[src/rtl/mult_share_arbiter.sv]
// Round-robin front end that time-shares one 12x12 unsigned multiplier among NREQ requesters.
// Results leave through a stallable pipeline tagged with the issuing requester's index.

module mult_12x12_lut6 (
    input  logic [11:0] a_i,
    input  logic [11:0] b_i,
    output logic [24:0] p_o
);
    logic [23:0] prod;
    assign prod = 24'(a_i) * 24'(b_i);
    assign p_o  = {1'b0, prod};
endmodule

module mult_share_arbiter #(
    parameter int NREQ = 4,
    parameter int DW   = 12,
    parameter int PIPE = 2,
    parameter int IDW  = $clog2(NREQ)
) (
    input  logic                 clk,
    input  logic                 rst_n,
    input  logic [NREQ-1:0]      req_valid,
    output logic [NREQ-1:0]      req_ready,
    input  logic [NREQ*DW-1:0]   req_a,
    input  logic [NREQ*DW-1:0]   req_b,
    output logic                 out_valid,
    input  logic                 out_ready,
    output logic [IDW-1:0]       out_id,
    output logic [2*DW-1:0]      out_prod,
    output logic                 busy,
    output logic [15:0]          acc_cnt
);
    logic [IDW-1:0]  ptr_q, ptr_d;
    logic [15:0]     acc_cnt_q, acc_cnt_d;
    logic [PIPE-1:0] v_q, v_d, ld;
    logic [IDW-1:0]  id_q  [PIPE];
    logic [IDW-1:0]  id_d  [PIPE];
    logic [2*DW-1:0] dat_q [PIPE];
    logic [2*DW-1:0] dat_d [PIPE];

    logic [IDW-1:0]  grant;
    logic            gvalid, accept;
    logic [DW-1:0]   ga, gb, mul_a, mul_b;
    logic [2*DW:0]   mul_p;
    logic            unused_mul_msb;
    logic            in_v;
    logic [IDW-1:0]  in_id;
    logic [2*DW-1:0] in_dat;

    always_comb begin
        int unsigned idx;
        idx    = 0;
        grant  = '0;
        gvalid = 1'b0;
        for (int unsigned i = 0; i < NREQ; i++) begin
            idx = int'(ptr_q) + i;
            if (idx >= NREQ) idx = idx - NREQ;
            if (!gvalid && req_valid[idx]) begin
                gvalid = 1'b1;
                grant  = IDW'(idx);
            end
        end
    end

    // A stage may load whenever any stage from it to the output is empty, or the output drains.
    always_comb begin
        ld = '0;
        for (int unsigned k = 0; k < PIPE; k++) begin
            ld[k] = out_ready;
            for (int unsigned j = k; j < PIPE; j++) begin
                if (!v_q[j]) ld[k] = 1'b1;
            end
        end
    end

    assign accept    = gvalid & ld[0];
    assign req_ready = accept ? (NREQ'(1) << grant) : '0;
    assign ga        = req_a[grant*DW +: DW];
    assign gb        = req_b[grant*DW +: DW];
    assign ptr_d     = !accept ? ptr_q :
                       (grant == IDW'(NREQ-1)) ? '0 : grant + 1'b1;
    assign acc_cnt_d = accept ? acc_cnt_q + 16'd1 : acc_cnt_q;

    // With PIPE=1 the multiplier sits in front of the only stage; otherwise after the operand stage.
    assign mul_a = (PIPE == 1) ? ga : dat_q[0][2*DW-1:DW];
    assign mul_b = (PIPE == 1) ? gb : dat_q[0][DW-1:0];

    mult_12x12_lut6 u_mult (
        .a_i (mul_a),
        .b_i (mul_b),
        .p_o (mul_p)
    );
    assign unused_mul_msb = mul_p[2*DW];

    always_comb begin
        in_v   = 1'b0;
        in_id  = '0;
        in_dat = '0;
        for (int unsigned k = 0; k < PIPE; k++) begin
            if (k == 0) begin
                in_v   = accept;
                in_id  = grant;
                in_dat = (PIPE == 1) ? mul_p[2*DW-1:0] : {ga, gb};
            end else begin
                in_v   = v_q[k-1];
                in_id  = id_q[k-1];
                in_dat = (k == 1) ? mul_p[2*DW-1:0] : dat_q[k-1];
            end
            v_d[k]   = ld[k] ? in_v : v_q[k];
            id_d[k]  = (ld[k] && in_v) ? in_id : id_q[k];
            dat_d[k] = (ld[k] && in_v) ? in_dat : dat_q[k];
        end
    end

    always_ff @(posedge clk) begin
        if (!rst_n) begin
            ptr_q     <= '0;
            acc_cnt_q <= '0;
            v_q       <= '0;
            for (int unsigned k = 0; k < PIPE; k++) begin
                id_q[k]  <= '0;
                dat_q[k] <= '0;
            end
        end else begin
            ptr_q     <= ptr_d;
            acc_cnt_q <= acc_cnt_d;
            v_q       <= v_d;
            for (int unsigned k = 0; k < PIPE; k++) begin
                id_q[k]  <= id_d[k];
                dat_q[k] <= dat_d[k];
            end
        end
    end

    assign out_valid = v_q[PIPE-1];
    assign out_id    = id_q[PIPE-1];
    assign out_prod  = dat_q[PIPE-1];
    assign busy      = |v_q;
    assign acc_cnt   = acc_cnt_q;
endmodule

[config.mk]
export PLATFORM = sky130hd
export DESIGN_NAME = mult_share_arbiter
export DESIGN_NICKNAME = d
export VERILOG_FILES = /design/src/rtl/mult_share_arbiter.sv
export SDC_FILE = /design/constraint.sdc
export NUM_CORES = 1
export LEC_CHECK = 0
export CORE_UTILIZATION = 40
export DETAILED_ROUTE_END_ITERATION = 16
export HOLD_SLACK_MARGIN = 0.15
export PLACE_DENSITY_LB_ADDON = 0.25
export SYNTH_ARGS = -nofsm -noshare
export SYNTH_HDL_FRONTEND = slang
export SYNTH_HIERARCHICAL = 1
export SYNTH_SLANG_ARGS = --single-unit
[constraint.sdc]
create_clock -name clk -period 13.6 [get_ports clk]
set_input_delay 3.4 -clock clk [delete_from_list [all_inputs] [get_ports clk]]
set_output_delay 3.4 -clock clk [all_outputs]
set_load 0.05 [all_outputs]
==> summary.txt <==
Detailed routing
  – Initial DRC count: 215
  – Vias per inst: 4.96
  – Antenna viol nets, final: 0
  – TritonRoute pass-1 iters: 5
  – Drt wl/cell: 14.6 um
  – Vias: 6683
  – Final WL: 19700 um
  – Drt drc: 0

Setup path
  – Crit path cell chain: clkdlybuf4s50_1, nor2_2, a2111oi_4, nor2_4, buf_4, nand2b_4, nor2_1, clkdlybuf4s50_1
  – Critical path's top delay family: buffers and inverters
  – Reg2Reg Depth: 17
  – Buffers & Inverters on Critical Path: 3
  – Crit Reg-Reg Startpoint: dat_q[0][12]
  – Crit-path most repeated cell: clkdlybuf4s50_1
  – Worst EP arrival: 6.17 ns
  – Worst EP required: 10.20 ns
  – Worst reg2reg endpoint: dat_q[0][46]
  – Crit start category: input port
  – CP max-delay cell: clkdlybuf4s50_1
  – CP max stage delay: 0.80 ns
  – Critical path type: in -> out
  – Critical path endpoint category: primary output
  – R2R setup slack: 8.17 ns
  – Crit Path Max Fanout: 50

Worst hold path
  – HP Start: dat_q[0][27]
  – Worst Hold Class: reg -> reg
  – Worst hold stages: 2
  – Hold endpoint: dat_q[0][27]

Floorplanning
  – Die ar.: 0.0221 mm^2
  – Row Count: 53
  – Starting Density: 0.408
  – Die Y: 149 um
  – # IOs: 151
  – Core ar.: 0.0211 mm^2
  – Die Wd: 149 um

Placement
  – Port bufs: 150
  – HPWL after DPL: 15600 um
  – GPL Wtd Cong: 0.845

Synthesis
  – Post-Syn Instances: 981
  – Synthesized Nets: 1247
  – Synth warn: 6
  – Mean Syn Cell Area: 8.77 um^2
  – Synthesized area: 0.00861 mm^2

Power and ir drop
  – Pwr per Cell Area: 131 mW/mm^2
  – Total power: 1.36 mW
  – Pleak: 4.84 nW
  – Worst vdd ir: 0.110 mV

Cells and area
  – Net count, final: 1333
  – P&R area growth vs syn: 20.7%
  – # diodes: 0
  – Share of layout cells above drive strength 1: 0.0700
  – Fin util: 0.493
  – Fill cells: 2089

GRT
  – Pin count of the biggest net entering global routing: 51
  – First-pass GRT wire length: 34200 um
  – GRT Resource Usage Total: 0.194
  – Vias in the first global route: 7112
  – Grt ovf: 0
  – Initial antenna violation count: 0

Timing
  – Max_slew headroom: 0.322
  – Max Fclk: 104 MHz
  – Worst Tran Pin Value: 1.02 ns
  – Fin crit period: 9.57 ns
  – Final setup viols: 0
  – Clk_skew: 0.0119 ns
  – Final hold vios: 0
  – RSZ-0062 raised after global routing: no
  – Crit share post-route: 0.704
  – Setup_tns: 0 ns
  – Final Max Slew Viols: 0

Clock tree
  – Postcts setup bufs: 0
  – TritonCTS Buffers: 9
  – CTS root buf: clkbuf_16
  – Post-cts repair resize count: 0
  – H-tree depth: 3
  – Clock sink count: 72
  – CTS Hold Bufs: 0
  – CTS tree: done
  – Clk buf depth: 2
  – Reg clk slew, reported paths: 0.06 ns
  – Worst skew pair latency: 0.34 ns

Run status
  – Outcome: finished clean

Flow run
  – Max-Cap Viols: 0
## sequential cells by signal, indices dropped and copies added, names as in the netlist
register,count
id_q,4
v_q,2
acc_cnt,16
ptr_q,2
dat_q,48
## worst min-delay path: cells and delay by family, from the launching register on
family,cells,cell delay (ns)
simple gates,1,0.05
compound gates,1,0.05
flops,1,0.30
## worst max-delay path by stage
stage | startpoint | end | slack [ns] | depth (start not counted)
after global routing | req_valid[3] | req_ready[2] | 3.82 | 8
after CTS | req_valid[3] | req_ready[1] | 4.00 | 8
final | req_valid[3] | req_ready[1] | 4.03 | 8
after global placement | req_valid[3] | req_ready[1] | 4.03 | 8
after detailed placement | req_valid[3] | req_ready[1] | 4.01 | 8
after floorplan | req_valid[0] | req_ready[1] | 5.21 | 6
## metrics by stage
| step | hold WS (ns) | std cells | cell area (um^2) | worst slack [ns] |
|---|---|---|---|---|
| floorplan | 0.432 | 981 | 8610 | 5.21 |
| global placement | 0.438 | 1331 | 10000 | 4.03 |
| detailed placement | 0.447 | 1331 | 10000 | 4.01 |
| CTS | 0.455 | 1347 | 10400 | 4.00 |
| global route | 0.471 | 1347 | 10400 | 3.82 |
| finish | 0.452 | 1347 | 10400 | 4.03 |
## metal layers
| layer | vias up | share of wire | GRT usage |
|---|---|---|---|
| li1 | 3286 | - | - |
| met1 | 3229 | 0.44 | 0.242 |
| met2 | 155 | 0.50 | 0.341 |
| met3 | 13 | 0.044 | 0.0362 |
| met4 | 0 | 0.013 | 0.0469 |
| met5 | - | 0 | 0 |
## power breakdown
group	internal [mW]	switching [mW]	leakage, nW
logic	0.313	0.446	4.08
clock network	0.181	0.0956	0.167
registers	0.247	0.0746	0.590
## final cells by class
| type | instances | area (um^2) | share of cell area |
|---|---|---|---|
| clock buffer | 10 | 229 | 0.0220 |
| clock inverter | 6 | 116 | 0.0112 |
| inverter | 143 | 537 | 0.0517 |
| multi-input combinational | 688 | 6190 | 0.596 |
| sequential | 72 | 1440 | 0.139 |
| tap | 275 | 344 | 0.0331 |
| timing repair buffer | 153 | 1520 | 0.147 |
## placed cells by master, fill, tap and decap left out, drive strengths merged, types with 6 or more instances in the layout
master         instances
o21ai                 11
clkbuf                10
and2                  56
nand2b                 6
nand2                188
nand3                 13
a21oi                 47
xnor2                 12
nor2                  30
ha                    63
fa                   100
inv                  144
nand4                  9
mux2i                 47
clkdlybuf4s50        150
xor2                  22
o221ai                23
dfxtp                 72
Note: power is estimated with default switching activity, not from simulation.
